$ cat config.mk
export PLATFORM = sky130hd
export DESIGN_NAME = tx_serializer
export DESIGN_NICKNAME = d
export VERILOG_FILES = /design/src/rtl/tx_serializer_pkg.sv /design/src/rtl/tx_lfsr.sv /design/src/rtl/tx_serializer.sv
export SDC_FILE = /design/constraint.sdc
export NUM_CORES = 1
export LEC_CHECK = 0
export BUFFER_PORTS_ARGS = -buffer_cell sky130_fd_sc_hd__buf_2
export CORE_MARGIN = 5
export CORE_UTILIZATION = 55
export CTS_CLUSTER_DIAMETER = 120
export DETAILED_ROUTE_END_ITERATION = 10
export GPL_ROUTABILITY_DRIVEN = 0
export PLACE_DENSITY_LB_ADDON = 0.1
export SETUP_SLACK_MARGIN = 0.4
export SYNTH_ARGS = -nofsm -noshare
export SYNTH_HDL_FRONTEND = slang
export SYNTH_SLANG_ARGS = --single-unit
export TNS_END_PERCENT = 20
$ cat constraint.sdc
create_clock -name clk -period 3.4 [get_ports clk]
set_input_delay 0.51 -clock clk [delete_from_list [all_inputs] [get_ports clk]]
set_output_delay 0.51 -clock clk [all_outputs]
set_load 0.01 [all_outputs]
$ cat src/rtl/tx_serializer_pkg.sv
// Shared types and constants for the tx_serializer slice.
// Latency: n/a (types, constants and one pure helper function).
// Backpressure: n/a.
package tx_serializer_pkg;

    typedef enum logic [1:0] {
        ST_OFF  = 2'd0,
        ST_SYNC = 2'd1,
        ST_RUN  = 2'd2
    } state_t;

    localparam int FRAME_W = 20;
    localparam int CNT_W   = 5;

    // Bit-index landmarks inside a frame
    localparam logic [CNT_W-1:0] CNT_EN   = 5'd17;  // tx_en sample point
    localparam logic [CNT_W-1:0] CNT_PULL = 5'd18;  // gearbox pull point
    localparam logic [CNT_W-1:0] CNT_LAST = 5'd19;  // frame boundary

    // Additive scrambler x^7 + x^6 + 1, key taken from the MSB
    localparam int              LFSR_W    = 7;
    localparam logic [LFSR_W-1:0] LFSR_TAPS = 7'b110_0000;
    localparam logic [LFSR_W-1:0] LFSR_SEED = 7'h7F;

    function automatic logic [LFSR_W-1:0] lfsr_next(input logic [LFSR_W-1:0] s);
        return {s[LFSR_W-2:0], ^(s & LFSR_TAPS)};
    endfunction

endpackage

$ cat src/rtl/tx_lfsr.sv
// Scrambler key generator: 7-bit Fibonacci LFSR, one key bit per step.
// Latency: key_o reflects the current state; a step takes effect next cycle.
// Backpressure: none; the LFSR holds whenever step_i is low.
module tx_lfsr
    import tx_serializer_pkg::*;
(
    input  logic clk,
    input  logic res_n,
    input  logic step_i,
    input  logic load_i,
    output logic key_o
);

    logic [LFSR_W-1:0] lfsr_q;

    // Seed on reset or reload request, otherwise advance only when stepped
    always_ff @(posedge clk) begin
        if (!res_n || load_i) begin
            lfsr_q <= LFSR_SEED;
        end else if (step_i) begin
            lfsr_q <= lfsr_next(lfsr_q);
        end
    end

    assign key_o = lfsr_q[LFSR_W-1];

endmodule

$ cat src/rtl/tx_serializer.sv
// 20-bit word to 1-bit line serializer with idle training/fill; optional scrambler via TX_SERIALIZER_SCRAMBLE_EN.
// Latency: pull at end of cnt 18, word captured at the frame boundary, bit 0 on sdata the next cycle.
// Backpressure: never stalls the line; an empty gearbox at pull time yields one idle frame instead.
module tx_serializer
    import tx_serializer_pkg::*;
#(
    parameter logic [FRAME_W-1:0] IDLE_PATTERN = 20'h5F07C,
    parameter int                 SYNC_FRAMES  = 8
) (
    input  logic               clk,
    input  logic               res_n,
    input  logic               tx_en,
    input  logic               valid_in,
    input  logic [FRAME_W-1:0] data_in,
    output logic               shift_out,
    output logic               sdata,
    output logic               frame_start,
    output logic               link_up
);

    localparam logic [7:0] SYNC_LAST = 8'(SYNC_FRAMES - 1);

    state_t             state_q;
    logic [CNT_W-1:0]   cnt_q;
    logic [CNT_W-1:0]   cnt_d;
    logic [7:0]         sync_cnt_q;
    logic               en_q;
    logic               pulled_q;
    logic [FRAME_W-1:0] sh_q;
    logic               fs_q;
    logic               boundary;

    assign boundary = (cnt_q == CNT_LAST);
    assign cnt_d    = boundary ? '0 : cnt_q + 1'b1;

    // Pull request decoded purely from registers, no input feeds it
    assign shift_out = (state_q == ST_RUN) && (cnt_q == CNT_PULL) && en_q;

    // Frame counter, enable capture, pull record, link FSM and shift register
    always_ff @(posedge clk) begin
        if (!res_n) begin
            state_q    <= ST_OFF;
            cnt_q      <= '0;
            sync_cnt_q <= '0;
            en_q       <= 1'b0;
            pulled_q   <= 1'b0;
            sh_q       <= '0;
            fs_q       <= 1'b0;
        end else begin
            cnt_q <= cnt_d;
            fs_q  <= boundary;
            if (cnt_q == CNT_EN) begin
                en_q <= tx_en;
            end
            if (cnt_q == CNT_PULL) begin
                pulled_q <= shift_out && valid_in;
            end
            if (boundary) begin
                case (state_q)
                    ST_OFF: begin
                        if (en_q) begin
                            state_q    <= ST_SYNC;
                            sync_cnt_q <= '0;
                            sh_q       <= IDLE_PATTERN;
                        end else begin
                            sh_q <= '0;
                        end
                    end
                    ST_SYNC: begin
                        // The RUN entry frame is still idle; data starts one frame later
                        sh_q <= IDLE_PATTERN;
                        if (sync_cnt_q == SYNC_LAST) begin
                            state_q <= ST_RUN;
                        end else begin
                            sync_cnt_q <= sync_cnt_q + 8'd1;
                        end
                    end
                    ST_RUN: begin
                        // Disable suppressed the pull in this frame, so nothing is dropped
                        if (!en_q) begin
                            state_q <= ST_OFF;
                            sh_q    <= '0;
                        end else if (pulled_q) begin
                            sh_q <= data_in;
                        end else begin
                            sh_q <= IDLE_PATTERN;
                        end
                    end
                    default: begin
                        state_q <= ST_OFF;
                        sh_q    <= '0;
                    end
                endcase
            end else begin
                sh_q <= {1'b0, sh_q[FRAME_W-1:1]};
            end
        end
    end

    assign frame_start = fs_q;
    assign link_up     = (state_q == ST_RUN);

`ifdef TX_SERIALIZER_SCRAMBLE_EN
    logic data_frm_q;
    logic key;
    logic lfsr_load;

    // Reseed the keystream whenever training restarts
    assign lfsr_load = boundary && (state_q == ST_OFF) && en_q;

    // Flags frames carrying a pulled word; only those bits are scrambled
    always_ff @(posedge clk) begin
        if (!res_n) begin
            data_frm_q <= 1'b0;
        end else if (boundary) begin
            data_frm_q <= (state_q == ST_RUN) && en_q && pulled_q;
        end
    end

    tx_lfsr u_lfsr (
        .clk    (clk),
        .res_n  (res_n),
        .step_i (data_frm_q),
        .load_i (lfsr_load),
        .key_o  (key)
    );

    assign sdata = sh_q[0] ^ (key & data_frm_q);
`else
    assign sdata = sh_q[0];
`endif

endmodule

==> results_dict.tcl, run 1 <==
set metrics [dict create \
    status "finished clean" \
    start_kind "flop" \
    slew_viol_final 0 \
    max_slew_margin_pct 26.83 \
    holdBufCountCts 0 \
    skew_ps 10.46 \
    synth_area_per_cell_um2 9.332 \
    diodes 0 \
    seq_area_frac_synth_pct 45.04 \
    fmax_mhz 446.5 \
    dp_hpwl_um 2340 \
    io_pins 28 \
    setup_viol 0 \
    drc 0 \
    ys_ff_latch 38 \
    avgViaCountPerCell 5.745 \
    num_rows 20 \
    synth.most_common_cell "dfxtp_1" \
    cts_resized 0 \
    period_needed_ps 2239 \
    antenna_found_initial 0 \
    first_pass_iters 4 \
    synth_edf_count 0 \
    total_power_mw 0.7262 \
    routedWlPerCell_um 13.94 \
    die_w_um 65.42 \
    nets 233 \
    antenna_left 0 \
    p_per_area_nw_per_um2 387.5 \
    syn_inst 181 \
    fin_crit_sh_pct 65.87 \
    core_um2 3003 \
    worst-setup-path-type "reg -> reg" \
    synth_ff_type "dfxtp_1" \
    drt-initial-drc-count 58 \
    die_y_um 65.42 \
    cts-root-buf "clkbuf_4" \
    synth_top_area_share_pct 45.04 \
    start_util_pct 56.25 \
    cts_tree "done" \
    numClockSinks 38 \
    grt_pass1_vias 1382 \
    grt_use_total_pct 17.90 \
    area_growth_pct 10.96 \
    max_cap_viol_count 0 \
    cts_made_buffers 5 \
    io_buffers 27 \
    power_leakage_nw 0.7287 \
    synth_fp_nets 209 \
    vias 1373 \
    globalRouteOverflowTotal 0 \
    syn_area_um2 1689 \
    grt_pass1_wl_um 5913 \
    cts_setup_buffers 0 \
    clkLatencyLatePin_ps 340 \
    rsz0062_at_grt "no" \
    postPlaceCellArea_um2 1814 \
    synthArstFlopShare_pct 0 \
    path_max_fanout 11 \
    worst_hold_slack_ps 363.1 \
    synth.distinct_cells 35 \
    grt_max_degree 20 \
    synth_common_cells "dfxtp_1, a22o_1, o21ai_0" \
    wl_um 3332 \
    ys.warnings.count 0 \
    clk_path_buf_depth 2 \
    ctsHtreeMaxLevel 2 \
    hp-class "in -> reg" \
    worst_pin_slew_ps 1095 \
    synthTopCellsByArea "dfxtp_1, a22o_1, nor2b_1" \
    synth_top_area_cell "dfxtp_1" \
    crit_required_ps 3690 \
    cp-end-kind "flop" \
    finalInstanceArea_um2 1874 \
    die_area_um2 4279 \
    peakVddDrop_v 0.0002318 \
    drive_above_1_share_pct 19.42 \
    critPathArrivalTime_ps 2530 \
    finalHoldViolCount 0 \
    final.setup.tns_ps 0 \
    clk_pin_slew_ps 110 \
]
## metal layers
metal	up-vias	GRT usage [%]	part of all wire, %
met3	8	4.786	4.6
met2	22	30.34	49
li1	698	-	-
met1	645	19.85	44
met4	0	10.88	2.6
met5	-	0	0
## critical path: stages, from the launching register on
cell	delay [ps]
dfxtp_1	410
ha_1	270
nand4bb_1	270
a2111oi_2	990
a22o_1	260
## final cells by class
class | count | area [µm²]
sequential | 38 | 760.7
inverter | 6 | 22.52
tap | 33 | 41.29
clock buffer | 7 | 55.05
clock inverter | 1 | 5.005
multi-input combinational | 127 | 854.6
fill | 272 | 1129
timing repair buffer | 27 | 135.1
## cell families (layout without fill, tap and decap cells)
kind of cell	count (synthesis)	count (layout)	share of synthesized area, %
AND/OR/NAND/NOR	65	65	21.63
XOR/XNOR	2	2	1.037
AO/OA/AOI/OAI	55	55	24.37
flip-flops	38	38	45.04
buffers and inverters	16	41	4.370
multiplexers	1	1	0.5926
adder cells (fa/ha/maj)	4	4	2.963
## where the power goes
group	leakage (nW)	internal (mW)	switching [mW]
sequential	0.307	0.448	0.00392
combinational	0.387	0.0145	0.0159
clock	0.0353	0.100	0.144
## placed cells by master (no fill, tap or decap), types with 3 or more instances in the layout
cell / Yosys / routed
dfxtp_1: 38 / 38
o21ai_0: 16 / 16
a22o_1: 19 / 19
a21oi_1: 8 / 8
o221a_1: 3 / 3
and3_1: 3 / 3
nand3_1: 5 / 5
inv_1: 5 / 5
buf_2: 5 / 27
ha_1: 4 / 4
nor2b_1: 14 / 14
nor2_1: 11 / 11
or4_1: 4 / 4
clkbuf_4: 0 / 5
nand2_1: 15 / 15
and2_1: 3 / 3
## path summary, 6_finish.rpt
kind	cells after the start	slack, ps	to	from
max	4	1160	sh_q[14]$_SDFF_PN0_	cnt_q[0]$_SDFF_PP0_
min	2	360	sh_q[19]$_SDFF_PN0_	data_in[19]
max reg2reg	4	1160	sh_q[14]$_SDFF_PN0_	cnt_q[0]$_SDFF_PP0_
min reg2reg	1	460	sh_q[10]$_SDFF_PN0_	sh_q[11]$_SDFF_PN0_
## registers in the layout (all words and copies together), names as in the netlist
name,count
en_q,1
sync_cnt_q,8
frame_start,1
cnt_q,5
pulled_q,1
state_q,2
sh_q,20
## metrics by stage
stage / instances / util [%] / setup WS, ps
final: 239 / 62.42 / 1161
after floorplan: 181 / - / 1732
after global routing: 239 / 62.42 / 912.7
after global placement: 231 / 60.42 / 1211
after CTS: 239 / 62.42 / 1155
after detailed placement: 231 / 60.42 / 1160
Power figures use the tool's default switching activity.
==> inputs of run 2 (changes only) <==
--- a/config.mk
+++ b/config.mk
@@ -5,6 +5,7 @@
 export SDC_FILE = /design/constraint.sdc
 export NUM_CORES = 1
 export LEC_CHECK = 0
+export ABC_AREA = 1
 export BUFFER_PORTS_ARGS = -buffer_cell sky130_fd_sc_hd__buf_2
 export CORE_MARGIN = 5
 export CORE_UTILIZATION = 55
==> constraint.sdc (replaced) <==
create_clock -name clk -period 2.3 [get_ports clk]
set_input_delay 0.345 -clock clk [delete_from_list [all_inputs] [get_ports clk]]
set_output_delay 0.345 -clock clk [all_outputs]
set_load 0.01 [all_outputs]
==> run 2 against run 1 <==
Compared with the run above:
- global-route usage is 0.32 points higher
- final cell count rose by 41%
- total power grew 78%
- critical endpoint is now sync_cnt_q[0]$_SDFFE_PN0P_
- largest cell class unchanged
- largest power group unchanged
==> results_dict.tcl, run 2 <==
set metrics [dict create \
    grt_max_degree 27 \
    slowest_stage "dfxtp_1" \
    nets 318 \
    drc 0 \
    top_register "sh_q" \
    largest_reg_flops 20 \
    synthArstFlopShare_pct 0 \
    dp_hpwl_um 2661 \
    die_w_um 68.51 \
    io_buffers 27 \
    synth_area_per_cell_um2 7.079 \
    finalInstanceArea_um2 2126 \
    synth_top_area_share_pct 40.40 \
    holdBufCountCts 0 \
    seq_area_frac_synth_pct 40.40 \
    critPathArrivalTime_ps 1980 \
    synthTopCellsByArea "dfxtp_1, nand2_1, nand3_1" \
    max_cap_viol_count 0 \
    synth_fp_nets 294 \
    crit_chain "ha_1, nand3_4, nor2_4, and2_1, nor2_1, nor2_1" \
    layout_common_cells "nand2_1, inv_1, dfxtp_1" \
    finalHoldViolCount 0 \
    synth_top_area_cell "dfxtp_1" \
    core_um2 3337 \
    drt-initial-drc-count 96 \
    cts-root-buf "clkbuf_4" \
    start_kind "flop" \
    cts_tree "done" \
    antenna_found_initial 0 \
    crit_buf_inv 0 \
    worst-setup-path-type "reg -> reg" \
    synth_edf_count 0 \
    syn_inst 266 \
    syn_area_um2 1883 \
    clk_pin_slew_ps 120 \
    hp-class "in -> reg" \
    die_area_um2 4694 \
    area_growth_pct 12.89 \
    reg_top3 "sh_q (20), sync_cnt_q (8), cnt_q (5)" \
    numClockSinks 38 \
    status "finished clean" \
    peakVddDrop_v 0.0005214 \
    synth_common_cells "nand2_1, inv_1, dfxtp_1" \
    final_util_pct 63.70 \
    slew_viol_final 0 \
    cts_made_buffers 5 \
    io_pins 28 \
    synth_ff_type "dfxtp_1" \
    routedWlPerCell_um 11.27 \
    slowest_delay_ps 410 \
    die_y_um 68.51 \
    vias 1619 \
    grt_pass1_vias 1473 \
    fmax_mhz 595.7 \
    power_leakage_nw 0.9231 \
    period_needed_ps 1679 \
    grt_pass1_wl_um 6451 \
    rsz0062_at_grt "no" \
    ys_ff_latch 38 \
    globalRouteOverflowTotal 0 \
    ctsHtreeMaxLevel 2 \
    ys.warnings.count 0 \
    cp-end-kind "flop" \
    avgViaCountPerCell 4.804 \
    start_util_pct 56.43 \
    cp_common_cell "nor2_1" \
    num_rows 21 \
    setup_viol 0 \
    max_slew_margin_pct 68.46 \
    cp_top_family "simple AND/OR/NAND/NOR gates" \
    fin_crit_sh_pct 72.99 \
    synth.distinct_cells 31 \
    grt_use_total_pct 18.22 \
    clk_path_buf_depth 2 \
    clkLatencyLatePin_ps 350 \
    final_common_cell "nand2_1" \
    antenna_left 0 \
    drive_above_1_share_pct 18.56 \
    diodes 0 \
    path_max_fanout 25 \
    wl_um 3799 \
    postPlaceCellArea_um2 2016 \
    first_pass_iters 4 \
    synth.most_common_cell "nand2_1" \
    worst_pin_slew_ps 473.0 \
    final.setup.tns_ps 0 \
    p_per_area_nw_per_um2 607.3 \
    crit_required_ps 2600 \
    skew_ps 7.883 \
]
==> run 2: area by class of cell <==
class                   count  area [µm²]
inverters                  42       157.7
repair buffers             28       142.6
fillers                   329        1211
multi-input cells         175       900.9
clock buffers               5       37.54
well taps                  46       57.56
flip-flops and latches     38       760.7
clock inverters             3       68.82
==> run 2: cells by family after synthesis <==
group,synth area share [%]
simple gates,32.36
buf+inv,11.96
compound gates,12.16
flops,40.40
fa+ha+maj,2.658
xor+xnor,0.4652
==> run 2: final timing paths <==
check                            from                         end  slack [ps]  cells past startpoint
setup / recovery  cnt_q[0]$_SDFF_PP0_  sync_cnt_q[0]$_SDFFE_PN0P_         620                      6
hold / removal            data_in[19]         sh_q[19]$_SDFF_PN0_         190                      3
setup reg to reg  cnt_q[0]$_SDFF_PP0_  sync_cnt_q[0]$_SDFFE_PN0P_         620                      6
hold reg to reg   sh_q[13]$_SDFF_PN0_         sh_q[12]$_SDFF_PN0_         470                      2
==> run 2: through the flow <==
step           cells  setup slack, ps  power (mW)  hold WS (ps)
3_5_place_dp     329            565.4      0.7348         448.3
3_3_place_gp     329            613.0      0.7340         439.1
4_1_cts          337            533.6       1.302         184.3
5_1_grt          337            447.6       1.348         177.5
2_1_floorplan    266            990.4      0.7092         430.8
6_report         337            621.2       1.291         189.1
==> run 2: tightest hold or removal path: stages <==
cell	delay, ps
buf_2	90
inv_1	40
nor2_1	30
==> run 2: where the power goes <==
part           internal (mW)  leakage [nW]  total (mW)  switching [mW]
Combinational         0.0242         0.561      0.0527          0.0285
Clock                  0.340        0.0554       0.571           0.231
Sequential             0.662         0.307       0.667         0.00478
==> run 2: metal layers <==
layer | vias to the layer above | routed length [µm] | track usage [%]
li1 | 894 | - | -
met1 | 698 | 1915 | 24.05
met4 | 0 | 51 | 5.955
met3 | 6 | 161 | 5.024
met2 | 21 | 1671 | 28.61
met5 | - | 0 | 0
==> run 2: what timing repair did <==
| item | CTS | global route |
|---|---|---|
| setup endpoints to repair | 0 | 7 |
| buffers inserted | 0 | 0 |
| gates resized for setup | 0 | 1 |
